## config.mk

```make
export PLATFORM = sky130hd
export DESIGN_NAME = mult_unit_arbiter
export DESIGN_NICKNAME = d
export VERILOG_FILES = /design/src/rtl/mult_unit_arbiter.sv
export SDC_FILE = /design/constraint.sdc
export NUM_CORES = 1
export LEC_CHECK = 0
export CORE_ASPECT_RATIO = 1.5
export CORE_UTILIZATION = 35
export CTS_BUF_LIST = sky130_fd_sc_hd__clkbuf_16
export DETAILED_ROUTE_END_ITERATION = 16
export DONT_BUFFER_PORTS = 1
export GPL_ROUTABILITY_DRIVEN = 0
export PLACE_DENSITY = 0.48
export SLEW_MARGIN = 15
export SYNTH_ARGS = -nofsm -noshare
export SYNTH_HDL_FRONTEND = slang
export SYNTH_SLANG_ARGS = --single-unit
```

## constraint.sdc

```tcl
create_clock -name sys_clk -period 15.2 [get_ports sys_clk]
set_clock_uncertainty 0.15 [all_clocks]
set_input_delay 2.28 -clock sys_clk [delete_from_list [all_inputs] [get_ports sys_clk]]
set_output_delay 2.28 -clock sys_clk [all_outputs]
set_load 0.02 [all_outputs]
```

## src/rtl/mult_unit_arbiter.sv

```systemverilog
// Round-robin arbiter that time-shares one 24x24 mantissa multiply unit between NREQ
// requesters, buffering their operands and routing each result back to its owner.
module mult_unit_arbiter #(
    parameter int unsigned NREQ    = 2,
    parameter int unsigned TIMEOUT = 64,
    parameter int unsigned IDW     = 1
) (
    input  logic               sys_clk,
    input  logic               sys_rst_n,
    input  logic [NREQ-1:0]    req_trig,
    input  logic [NREQ*24-1:0] req_data1,
    input  logic [NREQ*24-1:0] req_data2,
    output logic [NREQ-1:0]    req_vld,
    output logic [22:0]        req_result,
    output logic [1:0]         req_other,
    output logic [23:0]        unit_data1,
    output logic [23:0]        unit_data2,
    output logic               unit_trig,
    input  logic [22:0]        unit_result,
    input  logic [1:0]         unit_other,
    input  logic               unit_vld,
    output logic               busy,
    output logic [IDW-1:0]     grant_id,
    output logic               err
);

    localparam int unsigned CW = $clog2(TIMEOUT);

    typedef enum logic [3:0] {
        StIdle  = 4'b0001,
        StIssue = 4'b0010,
        StWait  = 4'b0100,
        StResp  = 4'b1000
    } state_e;

    state_e          state_q, state_d;
    logic [NREQ-1:0] pend_q, pend_d, clr_mask, cap, vld_q, vld_d;
    logic [IDW-1:0]  last_q, last_d, grant_q, grant_d, pick, idx;
    logic            found;
    logic [23:0]     buf1_q [NREQ];
    logic [23:0]     buf2_q [NREQ];
    logic [23:0]     ud1_q, ud1_d, ud2_q, ud2_d;
    logic            utrig_q, utrig_d, busy_q, busy_d, err_q, err_d;
    logic [22:0]     res_q, res_d;
    logic [1:0]      oth_q, oth_d;
    logic [CW-1:0]   cnt_q, cnt_d;

    // First pending requester after the one served last, wrapping around.
    always_comb begin
        pick  = last_q;
        idx   = last_q;
        found = 1'b0;
        for (int unsigned off = 1; off <= NREQ; off++) begin
            idx = IDW'((32'(last_q) + off) % NREQ);
            if (!found && pend_q[idx]) begin
                pick  = idx;
                found = 1'b1;
            end
        end
    end

    always_comb begin
        state_d  = state_q;
        last_d   = last_q;
        grant_d  = grant_q;
        ud1_d    = ud1_q;
        ud2_d    = ud2_q;
        utrig_d  = 1'b0;
        vld_d    = '0;
        res_d    = res_q;
        oth_d    = oth_q;
        cnt_d    = cnt_q;
        err_d    = err_q;
        clr_mask = '0;

        unique case (state_q)
            StIdle: begin
                if (found) begin
                    grant_d = pick;
                    ud1_d   = buf1_q[pick];
                    ud2_d   = buf2_q[pick];
                    utrig_d = 1'b1;
                    state_d = StIssue;
                end
            end
            StIssue: begin
                cnt_d   = '0;
                state_d = StWait;
            end
            StWait: begin
                if (unit_vld) begin
                    res_d          = unit_result;
                    oth_d          = unit_other;
                    vld_d[grant_q] = 1'b1;
                    state_d        = StResp;
                end else if (cnt_q == CW'(TIMEOUT - 1)) begin
                    res_d          = '0;
                    oth_d          = 2'b10;
                    vld_d[grant_q] = 1'b1;
                    err_d          = 1'b1;
                    state_d        = StResp;
                end else begin
                    cnt_d = cnt_q + 1'b1;
                end
            end
            StResp: begin
                clr_mask[grant_q] = 1'b1;
                last_d            = grant_q;
                state_d           = StIdle;
            end
            default: state_d = StIdle;
        endcase

        // A completing job frees its slot before a same-edge trigger is judged.
        cap    = req_trig & ~(pend_q & ~clr_mask);
        pend_d = (pend_q & ~clr_mask) | cap;
        if ((req_trig & pend_q & ~clr_mask) != '0) begin
            err_d = 1'b1;
        end
        busy_d = (|pend_d) | (state_d != StIdle);
    end

    always_ff @(posedge sys_clk) begin
        if (!sys_rst_n) begin
            state_q <= StIdle;
            pend_q  <= '0;
            last_q  <= IDW'(NREQ - 1);
            grant_q <= '0;
            ud1_q   <= '0;
            ud2_q   <= '0;
            utrig_q <= 1'b0;
            vld_q   <= '0;
            res_q   <= '0;
            oth_q   <= '0;
            cnt_q   <= '0;
            err_q   <= 1'b0;
            busy_q  <= 1'b0;
            for (int i = 0; i < NREQ; i++) begin
                buf1_q[i] <= '0;
                buf2_q[i] <= '0;
            end
        end else begin
            state_q <= state_d;
            pend_q  <= pend_d;
            last_q  <= last_d;
            grant_q <= grant_d;
            ud1_q   <= ud1_d;
            ud2_q   <= ud2_d;
            utrig_q <= utrig_d;
            vld_q   <= vld_d;
            res_q   <= res_d;
            oth_q   <= oth_d;
            cnt_q   <= cnt_d;
            err_q   <= err_d;
            busy_q  <= busy_d;
            for (int i = 0; i < NREQ; i++) begin
                if (cap[i]) begin
                    buf1_q[i] <= req_data1[24*i +: 24];
                    buf2_q[i] <= req_data2[24*i +: 24];
                end
            end
        end
    end

    assign req_vld    = vld_q;
    assign req_result = res_q;
    assign req_other  = oth_q;
    assign unit_data1 = ud1_q;
    assign unit_data2 = ud2_q;
    assign unit_trig  = utrig_q;
    assign busy       = busy_q;
    assign grant_id   = grant_q;
    assign err        = err_q;

endmodule

```

==> impl_metrics.env <==
export IMPL_status="complete, no violations"
export IMPL_yosysTopAreaCell="edfxtp_1"
export IMPL_dr_pass1_iters=6
export IMPL_grt_first_pass_wirelength_um=24300
export IMPL_slew_headroom_pct=25.7
export IMPL_syn_area_per_cell_um2=12.6
export IMPL_critPathLaunchType="primary input"
export IMPL_maxCapViolations=0
export IMPL_drt_iter0_drc=199
export IMPL_ant_nets=0
export IMPL_synth_area_leaders="edfxtp_1 39%, dfxtp_1 25%, and3_1 8.3%, mux2i_1 6.6%, a211oi_1 4.9%"
export IMPL_cts_tree="built"
export IMPL_pwr_share_comb_pct=8.4
export IMPL_hold_violations=0
export IMPL_grt_overflow_total=0
export IMPL_cpPeakStageDelay_ps=720
export IMPL_internal_power_uw=860
export IMPL_hold_depth=2
export IMPL_clkLatencyLatePin_ps=430
export IMPL_synth_area_mm2=0.00730
export IMPL_arrival_ps=3860
export IMPL_core_area_mm2=0.0204
export IMPL_r2r_cells=5
export IMPL_powerDensity_mw_per_mm2=144
export IMPL_cts_setup_buffers=0
export IMPL_p_leak_nw=3.20
export IMPL_fmax_mhz=269
export IMPL_clk_pin_slew_ps=60
export IMPL_synth_ff_latch_count=188
export IMPL_async_flop_share_pct=0
export IMPL_critPathMaxFanout=49
export IMPL_final_util_pct=39.4
export IMPL_synth_edf_count=96
export IMPL_finalPower_mw=1.16
export IMPL_switching_share_pct=26.0
export IMPL_grt_max_degree=104
export IMPL_netlist_area_leader_share_pct=39.5
export IMPL_cts_sinks=188
export IMPL_setup_viol=0
export IMPL_whs_ps=347
export IMPL_met2_length_um=8250
export IMPL_cp_required_ps=15340
export IMPL_r2r_slack_ps=12060
export IMPL_cp_startpoint="req_trig[1]"
export IMPL_p_seq_share_pct=54.4
export IMPL_holdBufCountCts=0
export IMPL_fin_setup_tns_ps=0
export IMPL_layout_common_cells="97 x and3_1, 96 x edfxtp_1, 92 x dfxtp_1, 62 x nor2_1"
export IMPL_root_buffer="clkbuf_16"
export IMPL_layout_drive_gt1_share_pct=8.79
export IMPL_multi_input_area_mm2=0.00235
export IMPL_whs_endpoint="cnt_q[5]"
export IMPL_htree_levels=4
export IMPL_hp_start="cnt_q[5]"
export IMPL_drc=0
export IMPL_vias_per_cell=5.24
export IMPL_die_w_um=120
export IMPL_floorplan_initialDensity_pct=35.8
export IMPL_boundaryPins=205
export IMPL_layout_cells_non_filler=838
export IMPL_critPathSlowestCell="o2bb2ai_4"
export IMPL_reg2reg_from="state_q[3]"
export IMPL_ctsLongestPathBuffers=2
export IMPL_pwr_share_clk_pct=37.2
export IMPL_die_area_mm2=0.0215
export IMPL_rows=64
export IMPL_num_fill_cells=1955
export IMPL_totalWireLength_um=16100
export IMPL_port_buffers=0
export IMPL_fin_nets=683
export IMPL_endpoint_kind="register"
export IMPL_finalMaxSlewViolations=0
export IMPL_ctsResizeCount=0
export IMPL_worstSetupPathType="in2reg"
export IMPL_period_needed_ps=3710
export IMPL_met1Wirelength_um=6240
export IMPL_numCtsBuffers=17
export IMPL_grt_pass1_vias=4446
export IMPL_synth_nets=706
export IMPL_layout_area_overhead_vs_synth_pct=10.2
export IMPL_cp_cell_sequence="inv_1, o2bb2ai_4, buf_4, and3_1"
export IMPL_rsz0062_at_grt="no"
export IMPL_hpwl_um=10600
export IMPL_finalCritPeriodShare_pct=24.4
export IMPL_ir_drop_uv=72.5
export IMPL_topRoutingLayerUsed="met5"
export IMPL_ys_seq_area_share_pct=64.7
export IMPL_wl_met3_um=1160
export IMPL_ys_warn_count=0
export IMPL_synthFlopType="edfxtp_1"
export IMPL_grtUsageTotal_pct=15.4
export IMPL_hold_class="reg2reg"
export IMPL_antenna_found_initial=7
export IMPL_vias=4389
export IMPL_synthCells=579
export IMPL_worstMarginPinSlew_ps=1110
export IMPL_layout_commonest_cell="and3_1"
export IMPL_dp_cells=801
export IMPL_synth_distinct_cells=44
export IMPL_die_h_um=179
export IMPL_r2r_end="buf2_q[0][3]"
export IMPL_power_switching_uw=303
export IMPL_seqCellArea_mm2=0.00472
export IMPL_routedWlPerCell_um=19.2
## layer usage
layer | track usage, % | vias to the layer above
li1 | - | 2129
met1 | 15.9 | 2049
met2 | 26.5 | 176
met3 | 6.27 | 31
met4 | 7.97 | 4
met5 | 0 | -
## sequential cells by signal (all words and copies together), names as in the netlist
| name | count |
|---|---|
| err | 1 |
| buf2_q | 48 |
| unit_trig | 1 |
| pend_q | 2 |
| grant_id | 1 |
| last_q | 1 |
| req_result | 23 |
| cnt_q | 6 |
| unit_data1 | 24 |
| busy | 1 |
| unit_data2 | 24 |
| buf1_q | 48 |
| req_other | 2 |
| state_q | 4 |
| req_vld | 2 |
## metrics by stage
step	worst slack, ps	area, um^2
detailed placement	11020	7460
floorplan	8780	7300
global route	11320	8050
finish	11490	8050
CTS	11480	8040
global placement	11100	7460
## critical path: cells and delay by family
| family | cells | cell delay [ps] |
|---|---|---|
| AO/OA/AOI/OAI | 1 | 720 |
| buffers and inverters | 2 | 570 |
| AND/OR/NAND/NOR | 1 | 220 |
## synthesized netlist by cell type (2+ instances only)
cell       instances
xor2_1             3
dfxtp_1           92
a21oi_1            6
nor2_1            62
nor3_1             2
nand2_1           10
a22o_1            24
mux2i_1           48
buf_6              6
o2111ai_1          2
clkbuf_1          23
o21ai_1            2
o211ai_1           3
o21ai_0            5
nand3_1            2
buf_2             14
and3_1            97
a31oi_1            2
clkbuf_2           5
inv_1              3
nor4_1             2
mux2_2             2
edfxtp_1          96
a211oi_1          48
## area by class of cell
cell class	instances	area share, %
diodes	5	0.155
clock buffers	17	5.28
repair buffers	6	0.560
flip-flops and latches	188	58.7
clock inverters	15	1.85
multi-input cells	339	29.2
inverters	4	0.187
well taps	264	4.10
## logic make-up after synthesis
kind of cell               Yosys count  synth area share (%)
muxes                               50                  6.89
adders and majority gates            1                 0.171
buffers and inverters               52                  3.62
AOI/OAI and AO/OA                   98                  10.3
and+or+nand+nor                    186                  13.8
DFF                                188                  64.7
xor gates and xnor gates             4                 0.480
## worst max path at each step
| stage | end | slack [ps] | depth (start not counted) |
|---|---|---|---|
| 3_5_place_dp | buf2_q[0][5] | 11020 | 4 |
| 4_1_cts | buf2_q[0][3] | 11480 | 4 |
| 3_3_place_gp | buf2_q[0][6] | 11100 | 4 |
| 6_report | buf2_q[0][3] | 11490 | 4 |
| 5_1_grt | buf2_q[0][3] | 11320 | 4 |
| 2_1_floorplan | buf1_q[1][0] | 8780 | 2 |
## power groups by stage
stage               Combinational (mW)  Clock, mW  Sequential [mW]
floorplan                       0.0864          0            0.635
global placement                0.0974          0            0.643
detailed placement               0.100          0            0.645
CTS                              0.101      0.448            0.633
global route                     0.111      0.468            0.637
finish                          0.0977      0.433            0.632
Power figures use the tool's default switching activity.
